### src/rtl/mux2to1_rr_arbiter.sv
// Round-robin owner of a shared 2:1 mux: grants, select and valid/ready output to one consumer.
// Optional MUX_ARB_HOLD_LIMIT_EN caps accepted beats per grant at MAX_BEATS when the other side waits.
module mux2to1_rr_arbiter #(
  parameter int WIDTH     = 8,
  parameter int MAX_BEATS = 4
) (
  input  logic             clk,
  input  logic             rst,
  input  logic             req0,
  input  logic             req1,
  input  logic [WIDTH-1:0] A0,
  input  logic [WIDTH-1:0] A1,
  input  logic             y_ready,
  output logic             gnt0,
  output logic             gnt1,
  output logic             S,
  output logic [WIDTH-1:0] Y,
  output logic             y_valid
);

  typedef enum logic [1:0] {IDLE, GNT0, GNT1} state_t;

  state_t state_q, state_d;
  logic   s_q, s_d;
  logic   lsp_q, lsp_d;
  logic   xfer;

  if (MAX_BEATS < 1 || MAX_BEATS > 255) begin : g_bad_max_beats
    $error("MAX_BEATS must be in 1..255");
  end

`ifdef MUX_ARB_HOLD_LIMIT_EN
  localparam logic [7:0] LIMIT = 8'(MAX_BEATS);
  logic [7:0] beat_q, beat_d;
`endif

  assign gnt0    = (state_q == GNT0);
  assign gnt1    = (state_q == GNT1);
  assign S       = s_q;
  assign Y       = s_q ? A1 : A0;
  assign y_valid = (gnt0 & req0) | (gnt1 & req1);
  assign xfer    = y_valid & y_ready;

  always_comb begin
    state_d = state_q;
    s_d     = s_q;
    lsp_d   = lsp_q;
`ifdef MUX_ARB_HOLD_LIMIT_EN
    beat_d  = beat_q;
`endif
    case (state_q)
      IDLE: begin
        // lsp_q==1 means requester 1 was served last, so 0 wins a tie
        if (req0 && (!req1 || lsp_q)) begin
          state_d = GNT0;
          s_d     = 1'b0;
        end else if (req1) begin
          state_d = GNT1;
          s_d     = 1'b1;
        end
      end
      GNT0: begin
        if (!req0) begin
          lsp_d = 1'b0;
          if (req1) begin
            state_d = GNT1;
            s_d     = 1'b1;
          end else begin
            state_d = IDLE;
          end
        end
`ifdef MUX_ARB_HOLD_LIMIT_EN
        else if (xfer) begin
          if ((beat_q + 8'd1) == LIMIT) begin
            beat_d = '0;
            if (req1) begin
              lsp_d   = 1'b0;
              state_d = GNT1;
              s_d     = 1'b1;
            end
          end else begin
            beat_d = beat_q + 8'd1;
          end
        end
`endif
      end
      GNT1: begin
        if (!req1) begin
          lsp_d = 1'b1;
          if (req0) begin
            state_d = GNT0;
            s_d     = 1'b0;
          end else begin
            state_d = IDLE;
          end
        end
`ifdef MUX_ARB_HOLD_LIMIT_EN
        else if (xfer) begin
          if ((beat_q + 8'd1) == LIMIT) begin
            beat_d = '0;
            if (req0) begin
              lsp_d   = 1'b1;
              state_d = GNT0;
              s_d     = 1'b0;
            end
          end else begin
            beat_d = beat_q + 8'd1;
          end
        end
`endif
      end
      default: begin
        state_d = IDLE;
      end
    endcase
`ifdef MUX_ARB_HOLD_LIMIT_EN
    if (state_d != state_q) begin
      beat_d = '0;
    end
`endif
  end

  always_ff @(posedge clk) begin
    if (rst) begin
      state_q <= IDLE;
      s_q     <= 1'b0;
      lsp_q   <= 1'b1;
`ifdef MUX_ARB_HOLD_LIMIT_EN
      beat_q  <= '0;
`endif
    end else begin
      state_q <= state_d;
      s_q     <= s_d;
      lsp_q   <= lsp_d;
`ifdef MUX_ARB_HOLD_LIMIT_EN
      beat_q  <= beat_d;
`endif
    end
  end

endmodule

### config.mk
export PLATFORM = sky130hd
export DESIGN_NAME = mux2to1_rr_arbiter
export DESIGN_NICKNAME = d
export VERILOG_FILES = /design/src/rtl/mux2to1_rr_arbiter.sv
export SDC_FILE = /design/constraint.sdc
export NUM_CORES = 1
export LEC_CHECK = 0
export CAP_MARGIN = 10
export CELL_PAD_IN_SITES_DETAIL_PLACEMENT = 1
export CELL_PAD_IN_SITES_GLOBAL_PLACEMENT = 2
export CORE_UTILIZATION = 14
export CTS_CLUSTER_SIZE = 25
export DETAILED_ROUTE_END_ITERATION = 10
export GPL_ROUTABILITY_DRIVEN = 0
export PLACE_DENSITY_LB_ADDON = 0.1
export SLEW_MARGIN = 20
export SYNTH_ARGS = -nofsm -noshare
export SYNTH_HDL_FRONTEND = slang
export SYNTH_SLANG_ARGS = --single-unit
export TNS_END_PERCENT = 10
### constraint.sdc
create_clock -name clk -period 1.45 [get_ports clk]
set_input_delay 0.435 -clock clk [delete_from_list [all_inputs] [get_ports clk]]
set_output_delay 0.435 -clock clk [all_outputs]
set_load 0.005 [all_outputs]
==> metrics.cfg, run 1 <==
[power]
p_seq_frac = 0.201
peakVddDrop_mv = 0.506
p_switching_w = 0.000241
swShare = 0.322
comb_power_share = 0.611
cellLeakagePower_nw = 0.425
intPower_w = 0.000508
clkPwrFrac = 0.188
powerDensity_nw_per_um2 = 806

[timing]
finalSetupViolations = 13
setup_ws_ns = -0.199
rsz0062_at_grt = yes
relSlewSlack = 0.849
final_hold_viol_count = 0
hold_ws_ns = 0.559
fin_crit_sh = 1.14
fin_skew_ns = 0.00318
worst_pin_slew_ns = 0.225
timing.final.crit_period_ns = 1.65
clock.fmax_mhz = 606
slew_viol_final = 0

[outcome]
violations = setup timing
status = finished with violations

[global_route]
antenna_found_initial = 0
grt_max_degree = 10
grt_overflow = 0
grt_pass1_wl_mm = 2.48
grt_pass1_vias = 562
grtUsageTotal = 0.107

[logic_synthesis]
synth_area_per_cell_um2 = 8.98
yosys_warnings = 0
syn_inst = 46
ys_seq_area_frac = 0.194
yosysUniqueCellTypes = 22
syn_area_um2 = 413
synth_fp_nets = 71
ys_ff_latch = 4

[placed_design]
hpwlAfterDp_mm = 1.32
portBuffers = 31
post-place-cells = 117

[final_layout]
final_common_cell = dlygate4sd2_1
areaGrowthSynthToFinish_pct = 125
diodes = 0
drive_gt1_frac = 0.533
fin_nets = 119
num-fill-cells = 330
fin_cells = 123
layout_common_cells = 12 x dlygate4sd2_1, 11 x buf_4, 9 x buf_6

[clocking]
cts_made_buffers = 3
root_buffer = clkbuf_4
cts_tree = done
clkTransAtPathRegs_ns = 0.04
worst_skew_pair.late_latency_ns = 0.24
cts_hold_buffers = 0
clock_path_buffers = 2
htree_levels = 1
clock_sinks = 4

[routing]
drt-initial-drc-count = 6
vias = 534
drc_errors = 0
viasPerCell = 4.34
drtPass1Iterations = 2
ant_nets = 0
wirelength_mm = 1.66
wl_per_cell_um = 13.5

[min_path]
hp-class = register to register
hold_depth = 1
min_to = lsp_q
hp-start = lsp_q

[die]
start_util = 0.148
row_count = 19
chipWidth_um = 56.3
die-area_um2 = 3170
core_area_um2 = 2780
ios = 33
fp.dieH_um = 56.3

[critical_path]
r2r_start = state_q[0]
worstPathArrival_ns = 1.21
crit_fanout = 1
criticalPathCategory = input port to output pin
start_kind = input port
r2r_slack_ns = -0.08
reg2reg_depth = 8
required_ns = 1.02
end_kind = output pin
r2r_end = S

[job]
cap_violations = 0

[cells in the mapped netlist, drive strengths merged]
cell / count / area share
o21ai: 1 / 0.012
o41ai: 1 / 0.021
buf: 3 / 0.067
a21oi: 3 / 0.036
o22a: 1 / 0.021
mux2: 8 / 0.22
a2bb2oi: 1 / 0.021
inv: 4 / 0.036
nor4: 1 / 0.015
ha: 4 / 0.12
nor2: 4 / 0.036
nand2b: 2 / 0.030
a21o: 1 / 0.018
a221o: 1 / 0.024
a211oi: 2 / 0.048
a32oi: 1 / 0.021
dfxtp: 4 / 0.19
nand2: 3 / 0.027
a22oi: 1 / 0.030
[worst max-delay path, stage by stage]
cell,delay (ns)
clkdlybuf4s50_1,0.40
mux2_2,0.25
buf_2,0.12
[per-stage QoR]
stage	util	TNS [ns]	setup slack (ns)	area, µm²	total power, W
6_report	0.334	-1.54	-0.199	930	0.000749
5_1_grt	0.334	-2.04	-0.239	930	0.000804
4_1_cts	0.328	-1.87	-0.216	913	0.000747
3_5_place_dp	0.301	-6.68	-0.604	837	0.000560
3_3_place_gp	0.301	-6.67	-0.602	837	0.000560
2_1_floorplan	-	0	0.00761	413	0.000329
[what timing repair did]
action | 4_1_cts | 5_1_grt
resized for setup | 74 | 9
gates cloned | 0 | 0
setup endpoints to repair | 15 | 15
setup buffers | 3 | 0
pin swaps | 3 | 3
endpoints found under the hold margin | 0 | 0
[how the worst max path moves through the flow]
stage | startpoint | endpoint | slack [ns]
global placement | req1 | y_valid | -0.60
finish | A1[5] | Y[5] | -0.20
CTS | state_q[0] | y_valid | -0.22
global route | state_q[0] | y_valid | -0.24
detailed placement | req1 | y_valid | -0.60
floorplan | state_q[1] | y_valid | 0.008
[layout make-up]
cell class / count / area (µm²) / area share
Sequential cell: 4 / 88.8 / 0.0956
Clock buffer: 3 / 22.5 / 0.0242
Multi-Input combinational cell: 35 / 340 / 0.366
Inverter: 4 / 15.0 / 0.0162
Tap cell: 31 / 38.8 / 0.0417
Timing Repair Buffer: 46 / 424 / 0.456
[metal layers]
layer / part of all wire / GRT usage / up-vias
met3: 0.092 / 0.0484 / 0
met5: 0 / 0 / -
met1: 0.36 / 0.0874 / 245
li1: - / - / 261
met2: 0.55 / 0.224 / 28
met4: 0 / 0.0209 / 0
[power groups by stage]
stage | Sequential [W] | Combinational (W) | Clock, W
6_report | 0.000150 | 0.000458 | 0.000141
2_1_floorplan | 0.000140 | 0.000189 | 0
5_1_grt | 0.000153 | 0.000497 | 0.000155
3_5_place_dp | 0.000146 | 0.000414 | 0
3_3_place_gp | 0.000144 | 0.000416 | 0
4_1_cts | 0.000151 | 0.000449 | 0.000147
[logic make-up after synthesis]
kind of cell	share of synthesized area
adder cells (fa/ha/maj)	0.121
buffers and inverters	0.103
multiplexers	0.218
AND/OR/NAND/NOR	0.109
flip-flops	0.194
AO/OA/AOI/OAI	0.255
[flip-flops by register name, indices dropped and copies added, names as in the netlist]
| signal | flops |
|---|---|
| state_q | 2 |
| lsp_q | 1 |
| S | 1 |
(Power assumes the default switching activity.)
==> inputs of run 2 (changes only) <==
- CORE_UTILIZATION: 14 -> 16
- TNS_END_PERCENT: 10 -> 1
- clock period: 1.45 -> 1.7 ns (I/O delays scaled with it)
==> run 2 against run 1 <==
Against the previous run: the flow still finishes with violations (setup timing); first-iteration DRC count decreased by 83%; combinational power shrank 22%; worst hold slack improved by 0.0041 ns; design area decreased by 1.9%; setup slack better by 0.11 ns; final cell count fell by 3.3%; count of clock-buffer cells in the layout unchanged; clock skew is 0.0012 ns higher; die area down 12%; via count fell by 0.94%; highest routed layer is now met4.
==> metrics.cfg, run 2 (synthesis results as in run 1) <==
[die]
core_area_um2 = 2450
row_count = 18
start_util = 0.168
chipWidth_um = 52.8
fp.dieH_um = 52.8
ios = 33
die-area_um2 = 2790

[timing]
fin_crit_sh = 1.05
relSlewSlack = 0.802
final_hold_viol_count = 0
finalSetupViolations = 3
rsz0062_at_grt = yes
worst_pin_slew_ns = 0.293
fin_skew_ns = 0.00442
clock.fmax_mhz = 558
slew_viol_final = 0
timing.final.crit_period_ns = 1.79
setup_ws_ns = -0.0919

[final_layout]
areaGrowthSynthToFinish_pct = 121
layout_common_cells = 9 x buf_4, 8 x dlygate4sd2_1, 8 x dlymetal6s2s_1
fin_cells = 119
largest_register_ffs = 2
final_common_cell = buf_4
fin_util = 0.372
drive_gt1_frac = 0.472
diodes = 0
regMostFlops = state_q
fin_nets = 116

[critical_path]
slowest_delay_ns = 0.39
crit_fanout = 1
required_ns = 1.19
path_cells = clkdlybuf4s50_1, mux2_2, buf_2
criticalPathCategory = input port to output pin
start_kind = input port
worstPathArrival_ns = 1.28
end_kind = output pin
critPathTopFamily = buffers and inverters
crit_buf_inv = 2
slowest_stage = clkdlybuf4s50_1

[routing]
wl_met1_um = 547
drc_errors = 0
drtPass1Iterations = 2
wl_met2_um = 832
vias = 529
ant_nets = 0
drt-initial-drc-count = 1
wirelength_mm = 1.59
wl_per_cell_um = 13.3
met3_length_um = 192
highest_layer = met4
viasPerCell = 4.45

[clocking]
clock_sinks = 4
htree_levels = 1
worst_skew_pair.late_latency_ns = 0.24
root_buffer = clkbuf_4
clock_path_buffers = 2
clkTransAtPathRegs_ns = 0.04
cts_tree = done
cts_made_buffers = 3

[global_route]
grt_overflow = 0
grt_pass1_vias = 498
grt_max_degree = 10
grtUsageTotal = 0.121
grt_pass1_wl_mm = 2.36
antenna_found_initial = 0

[placed_design]
portBuffers = 31
post-place-cells = 115
hpwlAfterDp_mm = 1.36

[job]
cap_violations = 0

[power]
cellLeakagePower_nw = 0.478
powerDensity_nw_per_um2 = 664
peakVddDrop_mv = 0.479

[min_path]
hp-class = register to register

[outcome]
status = finished with violations
violations = setup timing

## run 2: cell types whose count changed in the layout (fill, tap and decap cells not counted), sizes merged
cell | before | now
clkbuf | 5 | 4
clkdlybuf4s50 | 7 | 4
clkdlybuf4s15 | 0 | 1
dlymetal6s2s | 0 | 8
dlygate4sd2 | 12 | 8
buf | 25 | 21
## run 2: through the flow
step | TNS [ns] | hold WS (ns) | total power, W | cell area [µm²] | worst slack, ns
4_1_cts | -0.616 | 0.573 | 0.000616 | 877 | -0.102
3_5_place_dp | -4.73 | 0.564 | 0.000475 | 828 | -0.510
5_1_grt | -0.347 | 0.605 | 0.000657 | 912 | -0.116
6_report | -0.272 | 0.563 | 0.000606 | 912 | -0.0919
2_1_floorplan | 0 | 0.490 | 0.000281 | 413 | 0.183
3_3_place_gp | -4.63 | 0.560 | 0.000475 | 828 | -0.510
## run 2: metal layers
metal  GRT usage  up-vias
li1            -      252
met2       0.238       28
met3      0.0435        3
met1       0.112      246
met5           0        -
met4      0.0395        0
## run 2: worst paths after layout
check	startpoint	to	slack, ns	depth (start not counted)
worst max-delay path	A0[5]	Y[5]	-0.09	3
worst max register to register	state_q[0]	S	0.25	7
worst min register to register	lsp_q	lsp_q	0.56	1
worst min-delay path	lsp_q	lsp_q	0.56	1
## run 2: where the power goes
part	internal (W)	switching, W
Combinational	0.000222	0.000133
Sequential	0.000112	0.0000205
Clock	0.0000790	0.0000398
Total	0.000412	0.000194
## run 2: what timing repair did
item,CTS,global route
hold buffers,0,0
endpoints found under the setup margin,12,8
pin swaps,2,1
buffers inserted,1,0
resized for setup,68,13
## run 2: cell type report
cell class / instances / area (µm²)
fillers: 284 / 1540
repair buffers: 43 / 412
multi-input cells: 35 / 334
flip-flops and latches: 4 / 88.8
well taps: 30 / 37.5
clock buffers: 3 / 22.5
inverters: 4 / 17.5
==> inputs of run 3 (changes only) <==
- GPL_TIMING_DRIVEN: unset -> 1
- SKIP_LAST_GASP: unset -> 1
==> run 3 against run 2 <==
Against the previous run: design area grew 8.6%; count of clock-buffer cells in the layout stayed put; non-clock buffer count is 1 higher; critical path depth increased by 1; sequential power about the same; sequential cell count unchanged; total power grew 6.1%; critical endpoint is now gnt0; critical path type is now register to output pin; worst hold slack did not move; first-iteration DRC count did not move; utilization up 3.2 points; global-route usage fell by 0.067 points; the run still ends with setup timing left; final cell count is 0.84% higher; largest power group unchanged.
==> metrics.cfg, run 3 (synthesis results as in run 1) <==
[global_route]
grt_overflow = 0
grt_pass1_wl_mm = 2.35
antenna_found_initial = 0
grt_max_degree = 10
grt_pass1_vias = 496
grtUsageTotal = 0.120

[timing]
clock.fmax_mhz = 585
finalSetupViolations = 1
timing.final.crit_period_ns = 1.71
rsz0062_at_grt = yes
setup_ws_ns = -0.00812
worst_pin_slew_ns = 0.293
final_hold_viol_count = 0
slew_viol_final = 0
fin_skew_ns = 0.00444
relSlewSlack = 0.802
hold_ws_ns = 0.563
fin_crit_sh = 1.00

[critical_path]
slowest_delay_ns = 0.36
crit_buf_inv = 3
worstPathArrival_ns = 1.20
critPathTopFamily = buffers and inverters
start_kind = register
end_kind = output pin
slowest_stage = dfxtp_4
path_cells = inv_2, ha_4, buf_6, dlygate4sd2_1
required_ns = 1.19
crit_fanout = 8
criticalPathCategory = register to output pin

[final_layout]
final_common_cell = dlymetal6s2s_1
drive_gt1_frac = 0.467
layout_common_cells = 14 x dlymetal6s2s_1, 10 x buf_6, 9 x buf_4
areaGrowthSynthToFinish_pct = 140
regMostFlops = state_q
largest_register_ffs = 2
num-fill-cells = 271
diodes = 0
fin_nets = 117

[placed_design]
hpwlAfterDp_mm = 1.36
portBuffers = 31

[outcome]
violations = setup timing
status = finished with violations

[die]
row_count = 18
die-area_um2 = 2790
core_area_um2 = 2450
chipWidth_um = 52.8
ios = 33
start_util = 0.168
fp.dieH_um = 52.8

[routing]
vias = 530
wirelength_mm = 1.65
viasPerCell = 4.42
drtPass1Iterations = 2
drc_errors = 0
wl_per_cell_um = 13.8
drt-initial-drc-count = 1
ant_nets = 0

[job]
cap_violations = 0

[power]
totalPowerFinal_w = 0.000642
powerDensity_nw_per_um2 = 648
peakVddDrop_mv = 0.518
cellLeakagePower_nw = 0.567

[clocking]
cts_made_buffers = 3
worst_skew_pair.late_latency_ns = 0.24
root_buffer = clkbuf_4
clock_path_buffers = 2
htree_levels = 1
clkTransAtPathRegs_ns = 0.04
cts_tree = done
cts_hold_buffers = 0
clock_sinks = 4

[min_path]
hp-class = register to register

## run 3: metal layers
layer / global-route usage / vias to the layer above / routed length [µm]
met5: 0 / - / 0
met4: 0.0395 / 0 / 16
met3: 0.0435 / 3 / 179
met2: 0.238 / 28 / 866
met1: 0.110 / 244 / 589
li1: - / 255 / -
## run 3: repair_timing
item,CTS,global route
resized for setup,61,27
gates cloned,0,1
pin swaps,1,1
setup buffers,1,0
endpoints found under the setup margin,12,12
## run 3: power breakdown
part / leakage [nW] / internal (W) / switching (W)
sequential: 0.0350 / 0.000112 / 0.0000233
combinational: 0.518 / 0.000251 / 0.000138
clock: 0.0138 / 0.0000790 / 0.0000398
## run 3: area by class of cell
| cell class | count | area [µm²] | share of cell area |
|---|---|---|---|
| Timing Repair Buffer | 44 | 477 | 0.481 |
| Multi-Input combinational cell | 35 | 345 | 0.348 |
| Sequential cell | 4 | 91.3 | 0.0922 |
| Tap cell | 30 | 37.5 | 0.0379 |
| Clock buffer | 3 | 22.5 | 0.0227 |
| Inverter | 4 | 17.5 | 0.0177 |
## run 3: final timing paths
kind              startpoint  cells after the start  endpoint  slack, ns
setup / recovery  state_q[1]                      4      gnt0     -0.008
setup reg to reg  state_q[0]                      7         S       0.25
hold reg to reg        lsp_q                      1     lsp_q       0.56
hold / removal         lsp_q                      1     lsp_q       0.56
## run 3: metrics by stage
step	worst slack, ns	instances	area [µm²]	utilization	TNS [ns]
after floorplan	0.183	46	413	-	0
after global placement	-0.510	115	828	0.337	-4.63
after detailed placement	-0.510	115	828	0.337	-4.73
after CTS	-0.107	119	875	0.356	-0.855
after global routing	-0.0531	120	991	0.404	-0.143
final	-0.00812	120	991	0.404	-0.00812
